<file path="config.mk">
export PLATFORM = sky130hd
export DESIGN_NAME = seg_digit_feeder_flat
export DESIGN_NICKNAME = d
export VERILOG_FILES = /design/src/rtl/seg_disp_pkg.sv /design/src/rtl/seg_digit_feeder_if.sv /design/src/rtl/hex_to_seg7.sv /design/src/rtl/seg_digit_feeder.sv /design/src/flat_wrapper.sv
export SDC_FILE = /design/constraint.sdc
export NUM_CORES = 1
export LEC_CHECK = 0
export ABC_AREA = 0
export BUFFER_PORTS_ARGS = -buffer_cell sky130_fd_sc_hd__clkbuf_2
export CORE_ASPECT_RATIO = 0.9
export CORE_MARGIN = 2
export CORE_UTILIZATION = 40
export DETAILED_ROUTE_END_ITERATION = 12
export PLACE_DENSITY = 0.6
export SKIP_CTS_REPAIR_TIMING = 1
export SLEW_MARGIN = 0
export SYNTH_ARGS = -nofsm -noshare
export SYNTH_HDL_FRONTEND = slang
export SYNTH_SLANG_ARGS = --single-unit
</file>
<file path="constraint.sdc">
create_clock -name clk -period 2 [get_ports clk]
set_input_delay 0.2 -clock clk [delete_from_list [all_inputs] [get_ports clk]]
set_output_delay 0.2 -clock clk [all_outputs]
set_load 0.1 [all_outputs]
</file>
<file path="src/rtl/seg_disp_pkg.sv">
// rtl/seg_disp_pkg.sv - shared constants and types for the seven-segment digit feeder
package seg_disp_pkg;

    localparam int NUM_DIGITS = 8;

    typedef logic [4:0] digit_t;

    typedef enum logic [1:0] {
        IDLE,
        CONV,
        COMMIT
    } state_t;

    localparam digit_t DIG_BLANK = 5'h10;
    localparam digit_t DIG_DASH  = 5'h11;

    localparam logic [7:0] SEG_BLANK = 8'hFF;
    localparam logic [7:0] SEG_DASH  = 8'hBF;

    // Entry n sits at bits [8n+7:8n]; listed F down to 0.
    localparam logic [15:0][7:0] SEG_HEX = {
        8'h8E, 8'h86, 8'hA1, 8'hC6, 8'h83, 8'h88, 8'h90, 8'h80,
        8'hF8, 8'h82, 8'h92, 8'h99, 8'hB0, 8'hA4, 8'hF9, 8'hC0
    };

endpackage

</file>
<file path="src/rtl/seg_digit_feeder_if.sv">
// rtl/seg_digit_feeder_if.sv - load/status bundle between value source and digit feeder
interface seg_digit_feeder_if;

    logic        load;
    logic [31:0] data;
    logic        dec_mode;
    logic [7:0]  dp_mask;
    logic        busy;
    logic        ovf;

    modport master (
        output load, data, dec_mode, dp_mask,
        input  busy, ovf
    );

    modport slave (
        input  load, data, dec_mode, dp_mask,
        output busy, ovf
    );

endinterface

</file>
<file path="src/rtl/hex_to_seg7.sv">
// rtl/hex_to_seg7.sv - 5-bit digit code to active-low {g,f,e,d,c,b,a}
module hex_to_seg7
    import seg_disp_pkg::*;
(
    input  digit_t     code,
    output logic [6:0] seg7
);

    always_comb begin
        seg7 = SEG_BLANK[6:0];
        if (code[4]) begin
            // Unused special codes fall back to blank.
            if (code == DIG_DASH) seg7 = SEG_DASH[6:0];
        end else begin
            seg7 = SEG_HEX[code[3:0]][6:0];
        end
    end

endmodule

</file>
<file path="src/rtl/seg_digit_feeder.sv">
// rtl/seg_digit_feeder.sv - hex/decimal value to committed 8-digit display, scanned segment output
module seg_digit_feeder
    import seg_disp_pkg::*;
#(
    parameter bit BLANK_LZ      = 1'b1,
    parameter bit DP_ACTIVE_LOW = 1'b1
) (
    input  logic                clk,
    input  logic                rst_n,
    seg_digit_feeder_if.slave   bus,
    input  logic [2:0]          which,
    output logic [7:0]          seg
);

    state_t                       state, next_state;
    logic [31:0]                  bin;
    logic [39:0]                  bcd;
    logic [39:0]                  bcd_adj;
    logic [4:0]                   cnt;
    logic [7:0]                   dp_pend;
    logic [7:0]                   dp_commit;
    logic                         ovf_q;
    digit_t [NUM_DIGITS-1:0]      disp;
    digit_t [NUM_DIGITS-1:0]      commit_dig;
    logic                         bcd_ovf;
    logic                         leading;
    logic [2:0]                   idx;
    logic [6:0]                   seg7;

    always_ff @(posedge clk or negedge rst_n) begin
        if (!rst_n) state <= IDLE;
        else        state <= next_state;
    end

    always_comb begin
        next_state = state;
        case (state)
            IDLE:    if (bus.load && bus.dec_mode) next_state = CONV;
            CONV:    if (cnt == 5'd31)             next_state = COMMIT;
            COMMIT:  next_state = IDLE;
            default: next_state = IDLE;
        endcase
    end

    always_comb begin
        bcd_adj = bcd;
        for (int i = 0; i < 10; i++) begin
            if (bcd[4*i +: 4] >= 4'd5) bcd_adj[4*i +: 4] = bcd[4*i +: 4] + 4'd3;
        end
    end

    // Blank from the top down until the first nonzero digit; digit 0 always shows.
    always_comb begin
        leading    = BLANK_LZ;
        commit_dig = '0;
        for (int i = NUM_DIGITS - 1; i >= 1; i--) begin
            if (leading && bcd[4*i +: 4] == 4'd0) begin
                commit_dig[i] = DIG_BLANK;
            end else begin
                leading       = 1'b0;
                commit_dig[i] = {1'b0, bcd[4*i +: 4]};
            end
        end
        commit_dig[0] = {1'b0, bcd[3:0]};
    end

    assign bcd_ovf = |bcd[39:32];

    always_ff @(posedge clk or negedge rst_n) begin
        if (!rst_n) begin
            bin       <= '0;
            bcd       <= '0;
            cnt       <= '0;
            dp_pend   <= '0;
            dp_commit <= '0;
            ovf_q     <= 1'b0;
            disp      <= {NUM_DIGITS{DIG_BLANK}};
        end else begin
            case (state)
                IDLE: begin
                    if (bus.load) begin
                        if (!bus.dec_mode) begin
                            for (int i = 0; i < NUM_DIGITS; i++) begin
                                disp[i] <= {1'b0, bus.data[4*i +: 4]};
                            end
                            dp_commit <= bus.dp_mask;
                            ovf_q     <= 1'b0;
                        end else begin
                            bin     <= bus.data;
                            bcd     <= '0;
                            cnt     <= '0;
                            dp_pend <= bus.dp_mask;
                        end
                    end
                end
                CONV: begin
                    {bcd, bin} <= {bcd_adj, bin} << 1;
                    cnt        <= cnt + 5'd1;
                end
                COMMIT: begin
                    if (bcd_ovf) begin
                        disp  <= {NUM_DIGITS{DIG_DASH}};
                        ovf_q <= 1'b1;
                    end else begin
                        disp  <= commit_dig;
                        ovf_q <= 1'b0;
                    end
                    dp_commit <= dp_pend;
                end
                default: ;
            endcase
        end
    end

    assign bus.busy = (state != IDLE);
    assign bus.ovf  = ovf_q;

    // The scanner moves `which` on negedge, so the output path stays unregistered.
    assign idx = 3'd7 - which;

    hex_to_seg7 u_hex_to_seg7 (
        .code (disp[idx]),
        .seg7 (seg7)
    );

    assign seg = {(DP_ACTIVE_LOW ? ~dp_commit[idx] : dp_commit[idx]), seg7};

endmodule

</file>
<file path="src/flat_wrapper.sv">
// flat-port wrapper written by rule: the top's interface ports become plain ports
module seg_digit_feeder_flat import seg_disp_pkg::*;
#(
    parameter bit BLANK_LZ      = 1'b1,
    parameter bit DP_ACTIVE_LOW = 1'b1
)
  (clk, rst_n, which, seg, bus_load, bus_data, bus_dec_mode, bus_dp_mask, bus_busy, bus_ovf);
  seg_digit_feeder_if bus_i ();
  input  logic clk;
  input  logic rst_n;
  input  logic [2:0] which;
  output logic [7:0] seg;
  input wire logic [$bits(bus_i.load)-1:0] bus_load;
  input wire logic [$bits(bus_i.data)-1:0] bus_data;
  input wire logic [$bits(bus_i.dec_mode)-1:0] bus_dec_mode;
  input wire logic [$bits(bus_i.dp_mask)-1:0] bus_dp_mask;
  output wire logic [$bits(bus_i.busy)-1:0] bus_busy;
  output wire logic [$bits(bus_i.ovf)-1:0] bus_ovf;
  assign bus_i.load = bus_load;
  assign bus_i.data = bus_data;
  assign bus_i.dec_mode = bus_dec_mode;
  assign bus_i.dp_mask = bus_dp_mask;
  assign bus_busy = bus_i.busy;
  assign bus_ovf = bus_i.ovf;
  seg_digit_feeder #(.BLANK_LZ(BLANK_LZ), .DP_ACTIVE_LOW(DP_ACTIVE_LOW)) u_core (.clk(clk), .rst_n(rst_n), .bus(bus_i), .which(which), .seg(seg));
endmodule
</file>
==> results_dict.tcl, run 1 <==
set metrics [dict create \
    cp_top_family "multiplexers" \
    crit_required_ps 1800 \
    htreeDepth 4 \
    setup_tns_ps -4270 \
    violations "setup timing" \
    grt_use_total_pct 21.1 \
    die_h_um 132 \
    slew_headroom_pct 63.9 \
    postLayoutCoreUtil_pct 51.9 \
    hp-class "input port to flop" \
    num_rows 46 \
    worst_pin_slew_ps 543 \
    synth.area.top_cells "dfrtp_1 44%, ha_1 6.1%, nor2_1 5.8%" \
    fillers 1590 \
    ir_drop_mv 0.743 \
    drt_iter0_markers 492 \
    antennaDiodeCount 0 \
    slowest_delay_ps 480 \
    io_buffers 56 \
    cts.sinks 136 \
    clk_pin_slew_ps 60 \
    overflow 0 \
    critPathSlowestCell "mux4_2" \
    status "complete, but fails checks" \
    core_area_um2 17700 \
    postLayoutCellArea_um2 9170 \
    critPathLaunch "u_core.disp[36]" \
    start_util_pct 40.9 \
    numCtsBuffers 17 \
    yosysSeqAreaShare_pct 47.2 \
    ant_nets 0 \
    nNetsFinal 926 \
    max_freq_mhz 380 \
    max_cap_viol_count 0 \
    ys_top_cells_by_count "128 x dfrtp_1, 111 x nor2_1, 70 x nand2_1, 47 x o22ai_1" \
    reg2reg_from "u_core.bcd[28]" \
    whs_endpoint "u_core.dp_commit[4]" \
    cts_max_path_buffers 2 \
    area_growth_pct 26.7 \
    worstSetupPathType "flop to primary output" \
    pin_count 57 \
    place.gp.congestion 0.877 \
    grt_pass1_wl_mm 31.9 \
    die_w_um 146 \
    mappedNetlistArea_um2 7230 \
    dr.pass1.iters 5 \
    path_cells "mux4_2 -> mux2i_4 -> buf_6 -> ha_4 -> nor2_4 -> a21oi_2 -> a22oi_2 -> buf_12" \
    synth.avg_cell_area_um2 9.78 \
    rsz0062_at_grt "yes" \
    synth_top_area_share_pct 44.3 \
    synth-seq-cells 136 \
    root_buffer "clkbuf_16" \
    synth_edf_count 0 \
    syn_inst 740 \
    holdPathStages 3 \
    post-route-min-period_ps 2630 \
    worstSetupEndpointType "primary output" \
    dr_total_vias 6152 \
    r2r_slack_ps 40 \
    grt_max_degree 52 \
    hpwl_mm 14.0 \
    dp_slack_ps -349 \
    ys.flop_type "dfrtp_1" \
    synth.distinct_cells 52 \
    dpl.cell_count 1054 \
    timing.final.ws_setup_ps -634 \
    whs_ps 20.7 \
    synth-async-reset-ratio_pct 100 \
    clock_latency_ps 420 \
    fin_skew_ps 9.28 \
    cp.arrival_ps 2430 \
    finalHoldViolations 0 \
    period_share_pct 132 \
    start_kind "flop" \
    via_per_inst 5.61 \
    die-area_um2 19200 \
    power_mw 17.2 \
    cp_max_fo 3 \
    p_leak_nw 4.11 \
    final_cells 1097 \
    power_density_nw_per_um2 1870 \
    synth_nets 822 \
    rr_worst_depth 7 \
    finalSetupViolations 7 \
    final-max-slew-violation-count 0 \
    path_buf_inv 2 \
    drive_gt1_share_pct 28.0 \
    cts_tree "done" \
    grt_pass1_vias 5875 \
    wl_per_cell_um 18.1 \
    wl_mm 19.9 \
    yosysWarnings 0 \
    antenna_found_initial 0 \
    r2r_end "u_core.disp[11]" \
    yosysTopAreaCell "dfrtp_1" \
    drc 0 \
    dpl-instance-area_um2 8430 \
    post-synth-top-count-cell "dfrtp_1" \
    hp-start "bus_dp_mask[4]" \
]
[cell type report]
type / count / area, µm² / share of cell area [%]
multi-input cells: 531 / 3760 / 41.0
flip-flops and latches: 136 / 3410 / 37.2
repair buffers: 132 / 1070 / 11.6
clock buffers: 25 / 485 / 5.29
well taps: 240 / 300 / 3.28
inverters: 26 / 100 / 1.09
clock inverters: 7 / 46.3 / 0.505
[worst max-delay path by stage]
| stage | to | slack (ps) | cells past startpoint |
|---|---|---|---|
| 6_report | seg[3] | -630 | 8 |
| 5_1_grt | seg[3] | -730 | 8 |
| 4_1_cts | seg[5] | -730 | 7 |
| 3_5_place_dp | seg[5] | -350 | 8 |
| 3_3_place_gp | seg[3] | -310 | 9 |
| 2_1_floorplan | seg[3] | -590 | 6 |
[power by group]
group	switching [mW]	internal, mW
clock network	1.19	1.68
logic	5.11	4.08
registers	1.02	4.09
[per-layer routing]
layer | GRT usage [%] | routed length (µm) | up-vias
li1 | - | - | 2890
met5 | 0 | 0 | -
met4 | 6.64 | 316 | 0
met2 | 32.5 | 9220 | 186
met1 | 30.2 | 9310 | 3055
met3 | 3.85 | 1060 | 21
[worst register-to-register path: cells and delay by family, from the launching register on]
family / cells / cell delay (ps)
compound gates: 2 / 400
fa+ha+maj: 1 / 120
buf+inv: 1 / 80
flops: 1 / 400
simple gates: 3 / 840
[cells in the final DEF (no fill, tap or decap), types with 11 or more instances in the layout]
cell type,netlist,final
buf_12,0,14
ha_1,35,29
dfrtp_1,128,128
o31ai_1,12,11
nor2_1,111,109
clkbuf_16,0,17
o22ai_1,47,47
clkbuf_2,0,47
nand2_1,70,68
a31oi_1,33,33
o21ai_0,31,28
inv_1,26,22
nand3_1,27,24
buf_4,0,66
a21oi_1,30,26
nand2b_1,14,12
[flip-flops by register name, indices dropped and copies added, names as in the netlist]
register / flops
u_core.bcd: 40
u_core.cnt: 5
u_core.dp_pend: 8
u_core.disp: 40
u_core.state: 2
u_core.dp_commit: 8
u_core.bus.ovf: 1
u_core.bin: 32
[kinds of logic (layout without fill, tap and decap cells)]
group | Yosys count | in the layout | share of synthesized area, %
flip-flops | 136 | 136 | 47.2
AND/OR/NAND/NOR | 249 | 249 | 15.3
AO/OA/AOI/OAI | 202 | 202 | 18.2
XOR/XNOR | 13 | 13 | 1.57
multiplexers | 32 | 32 | 7.42
adder cells (fa/ha/maj) | 35 | 35 | 6.05
buffers and inverters | 73 | 190 | 4.27
Power figures use the tool's default switching activity.
==> run 2, diff against run 1 <==
CORE_UTILIZATION = 55   (was 40)
PLACE_DENSITY = 0.78   (was 0.6)
REMOVE_ABC_BUFFERS = 1   (was not set)
==> run 2 against run 1 <==
  * The run still ends with setup timing left
  * Count of clock-buffer cells in the layout decreased by 2
  * Worst hold slack improved by 6.4 ps
  * First-iteration DRC count increased by 48%
  * Largest cell class unchanged
  * Largest power group unchanged
  * Highest routed layer unchanged
==> results_dict.tcl, run 2 (synthesis results as in run 1) <==
set metrics [dict create \
    wl_per_cell_um 19.4 \
    swShare_pct 42.4 \
    dr.pass1.iters 5 \
    post-route-min-period_ps 2700 \
    start_util_pct 56.6 \
    path_cells "mux4_2 -> mux2i_4 -> and2_1 -> inv_1 -> o221ai_1 -> buf_12" \
    slew_headroom_pct 63.1 \
    p_seq_share_pct 30.3 \
    timing.final.ws_setup_ps -699 \
    root_buffer "clkbuf_16" \
    p_clk_share_pct 18.1 \
    top_usage_layer "met2" \
    drive_gt1_share_pct 25.5 \
    finalSetupViolations 7 \
    reg2reg_from "u_core.bcd[29]" \
    critPathLaunch "u_core.disp[13]" \
    final_cells 1011 \
    path_buf_inv 2 \
    num_rows 39 \
    hpwl_mm 13.2 \
    power_density_nw_per_um2 1900 \
    htreeDepth 4 \
    p_leak_nw 4.09 \
    postLayoutCellArea_um2 8950 \
    internal_power_mw 9.81 \
    top_regs "u_core.bcd x40, u_core.disp x40, u_core.bin x32" \
    drt_iter0_markers 727 \
    die_h_um 113 \
    clock_latency_ps 430 \
    p_comb_share_pct 51.7 \
    violations "setup timing" \
    die_w_um 125 \
    dp_slack_ps -420 \
    dpl-instance-area_um2 8210 \
    crit_required_ps 1800 \
    cts.sinks 136 \
    antenna_found_initial 0 \
    fillers 917 \
    cp.arrival_ps 2500 \
    final_cell_mix "128 x dfrtp_1, 109 x nor2_1, 69 x nand2_1" \
    clk_pin_slew_ps 50 \
    io_buffers 56 \
    worst_pin_slew_ps 554 \
    layout.cells.most_common "dfrtp_1" \
    ir_drop_mv 1.50 \
    ant_nets 0 \
    hp-start "bus_dp_mask[6]" \
    via_per_inst 6.26 \
    dpl.cell_count 973 \
    grt_max_degree 59 \
    final-max-slew-violation-count 0 \
    area_growth_pct 23.7 \
    pin_count 57 \
    overflow 0 \
    met1_usage_pct 36.5 \
    core_area_um2 12800 \
    status "complete, but fails checks" \
    worstSetupEndpointType "primary output" \
    start_kind "flop" \
    cp_top_family "multiplexers" \
    met3_usage_pct 6.90 \
    nNetsFinal 916 \
    slowest_delay_ps 550 \
    met2_usage_pct 46.0 \
    drc 0 \
    wl_mm 19.6 \
    p_sw_mw 7.23 \
    dr_total_vias 6328 \
    max_freq_mhz 370 \
    grt_pass1_vias 6280 \
    grt_use_total_pct 28.1 \
    fin_skew_ps 9.64 \
    cts_max_path_buffers 2 \
    worstSetupPathType "flop to primary output" \
    cp_max_fo 6 \
    die-area_um2 14100 \
    rsz0062_at_grt "yes" \
    place.gp.congestion 0.910 \
    grt_pass1_wl_mm 31.3 \
    hp-class "input port to flop" \
    antennaDiodeCount 0 \
    finalHoldViolations 0 \
    postLayoutCoreUtil_pct 70.0 \
    critPathSlowestCell "mux4_2" \
    period_share_pct 135 \
    max_cap_viol_count 0 \
    numCtsBuffers 17 \
    cts_tree "done" \
]
## run 2: final timing paths
kind                                           to  slack, ps  cells past startpoint
worst max-delay path                       seg[5]       -700                      6
worst min-delay path            u_core.dp_pend[6]         30                      2
worst max register to register     u_core.disp[6]         40                      7
worst min register to register    u_core.disp[11]        480                      2
max in group asynchronous         u_core.disp[14]        920                      3
min in group asynchronous           u_core.cnt[0]        320                      2
## run 2: worst register-to-register path, cell delays in order, from the launching register on
cell and delay, ps:
dfrtp_1 390, inv_2 90, ha_4 130, or3b_4 400, and4b_2 360, nand4_1 120
a32oi_1 230, o21ai_1 120
## run 2: power by group through the flow
stage                     sequential [mW]  clock [mW]  combinational (mW)
after floorplan                      4.83           0                5.41
after global placement               5.01           0                7.97
after detailed placement             5.10           0                8.35
after CTS                            5.08        3.09                8.45
after global routing                 5.26        3.24                9.54
final                                5.16        3.08                8.80
## run 2: final cells by class
| class | instances | area [µm²] | share of cell area, % |
|---|---|---|---|
| clock buffer | 23 | 478 | 5.34 |
| clock inverter | 9 | 100 | 1.12 |
| inverter | 26 | 97.6 | 1.09 |
| multi-input combinational | 531 | 3650 | 40.8 |
| sequential | 136 | 3410 | 38.1 |
| tap | 164 | 205 | 2.29 |
| timing repair buffer | 122 | 1010 | 11.3 |
## run 2: stage by stage
stage	hold WS [ps]	setup TNS (ps)	total power [mW]
finish	27.1	-4530	17.0
global route	32.5	-5080	18.0
CTS	-243	-5690	16.6
detailed placement	203	-2910	13.5
global placement	196	-2400	13.0
floorplan	-95.6	-58930	10.2
## run 2: per-layer routing
metal,part of all wire [%],vias to the layer above
li1,-,2859
met1,41,3131
met2,48,286
met3,7.8,52
met4,3.0,0
met5,0,-
==> run 3, diff against run 2 <==
CORE_UTILIZATION = 59   (was 55)
PLACE_DENSITY = 0.8   (was 0.78)
clock period = 2.82 ns   (was 2 ns; I/O delays follow)
==> run 3 against run 2 <==
  * The flow still finishes with violations (setup timing)
  * Worst hold slack better by 82 ps
  * First-iteration DRC count is 2.2% lower
  * Critical path depth is 2 higher
  * Final cell count is 4.5% lower
  * Non-clock buffer count is 39 lower
  * Global-route usage is 2.4 points higher
  * Clock power is 28% lower
  * Clock skew is 3.3 ps lower
  * Power is 32% lower
  * Via count is 1.6% lower
  * Register-to-register slack better by 330 ps
  * Sequential share of layout area is 2.1 points higher
==> results_dict.tcl, run 3 (synthesis results as in run 1) <==
set metrics [dict create \
    status "complete, but fails checks" \
    violations "setup timing" \
    dpl-instance-area_um2 7820 \
    drive_gt1_share_pct 20.1 \
    start_kind "flop" \
    grt_pass1_wl_mm 31.1 \
    via_per_inst 6.45 \
    max_cap_viol_count 0 \
    area_growth_pct 17.1 \
    multi_input_area_um2 3560 \
    worstSetupEndpointType "primary output" \
    r2r_end "u_core.disp[25]" \
    clock_latency_ps 420 \
    dr.pass1.iters 6 \
    setup_tns_ps -33.5 \
    antenna_found_initial 0 \
    num_rows 38 \
    wl_per_cell_um 19.7 \
    seqCellArea_um2 3410 \
    pin_count 57 \
    cts_max_path_buffers 2 \
    start_util_pct 60.1 \
    die_w_um 121 \
    whs_endpoint "u_core.dp_commit[7]" \
    grt_use_total_pct 30.6 \
    wl_mm 19.1 \
    hp-class "input port to flop" \
    crit_required_ps 2540 \
    power_density_nw_per_um2 1370 \
    fillers 847 \
    ant_nets 0 \
    layout.cells.most_common "dfrtp_1" \
    io_buffers 56 \
    period_share_pct 101 \
    nNetsFinal 877 \
    timing.final.ws_setup_ps -33.5 \
    reg2reg_from "u_core.bcd[32]" \
    max_freq_mhz 350 \
    cts_tree "done" \
    final_cell_mix "128 x dfrtp_1, 110 x nor2_1, 70 x nand2_1" \
    rr_worst_depth 7 \
    place.gp.congestion 0.922 \
    numCtsBuffers 17 \
    post-route-min-period_ps 2850 \
    hp-start "bus_dp_mask[7]" \
    grt_pass1_vias 6136 \
    slew_headroom_pct 30.8 \
    core_area_um2 12000 \
    hpwl_mm 13.0 \
    root_buffer "clkbuf_16" \
    r2r_slack_ps 370 \
    clk_pin_slew_ps 60 \
    drc 0 \
    ir_drop_mv 0.829 \
    drt_iter0_markers 711 \
    worst_pin_slew_ps 1040 \
    cp_max_fo 6 \
    worstSetupPathType "flop to primary output" \
    top_regs "u_core.bcd x40, u_core.disp x40, u_core.bin x32" \
    cts.sinks 136 \
    die-area_um2 13200 \
    fin_skew_ps 6.32 \
    rsz0062_at_grt "yes" \
    finalSetupViolations 1 \
    grt_max_degree 59 \
    overflow 0 \
    die_h_um 109 \
    finalHoldViolations 0 \
    dr_total_vias 6228 \
    p_leak_nw 3.86 \
    cp.arrival_ps 2570 \
    htreeDepth 4 \
    holdPathStages 3 \
    antennaDiodeCount 0 \
    final-max-slew-violation-count 0 \
    postLayoutCellArea_um2 8470 \
]
-- run 3: changes by cell type in the layout (fill, tap and decap cells not counted), moves of 3 or more --
cell,change
ha_4,-4
ha_1,+3
a21oi_1,+3
buf_12,-7
buf_4,-32
a21oi_2,-3
-- run 3: worst max-delay path: stages (launching register included) --
cell and delay (ps):
dfrtp_1 410, mux4_2 480, mux2_4 330, inv_2 100, ha_1 250, nor2_1 130, a21oi_1 70, a22oi_2 180
buf_12 200
-- run 3: layer usage --
metal | GRT usage [%] | share of wire, % | up-vias
met1 | 40.9 | 42 | 3080
met3 | 6.54 | 8.1 | 45
met5 | 0 | 0 | -
li1 | - | - | 2780
met4 | 10.2 | 2.2 | 0
met2 | 50.0 | 48 | 323
-- run 3: how the worst max path moves through the flow --
stage | startpoint | to | slack (ps) | cells past startpoint
floorplan | u_core.disp[5] | seg[2] | -1100 | 4
CTS | u_core.disp[26] | seg[6] | -230 | 8
finish | u_core.disp[15] | seg[3] | -30 | 8
global route | u_core.disp[6] | seg[6] | -70 | 8
global placement | which[1] | seg[6] | 180 | 9
detailed placement | which[1] | seg[6] | 30 | 9
-- run 3: where the power goes --
part           internal, mW  switching [mW]
Combinational          2.30            3.36
Clock                  1.42           0.805
Sequential             2.90           0.809
-- run 3: layout make-up --
cell class / instances / area share (%)
multi-input combinational: 531 / 42.0
sequential: 136 / 40.3
timing repair buffer: 83 / 7.34
clock buffer: 20 / 5.39
tap: 160 / 2.36
clock inverter: 10 / 1.51
inverter: 26 / 1.15
-- run 3: metrics by stage --
step | worst slack [ps] | hold WS, ps | total power, mW | std cells | utilization (%)
global placement | 183 | 282 | 8.78 | 932 | 65.0
finish | -33.5 | 109 | 11.6 | 966 | 70.4
detailed placement | 34.4 | 290 | 9.13 | 932 | 65.0
CTS | -234 | -141 | 11.4 | 962 | 69.9
global route | -69.7 | 116 | 12.3 | 966 | 70.4
floorplan | -1100 | -13.6 | 7.38 | 693 | -
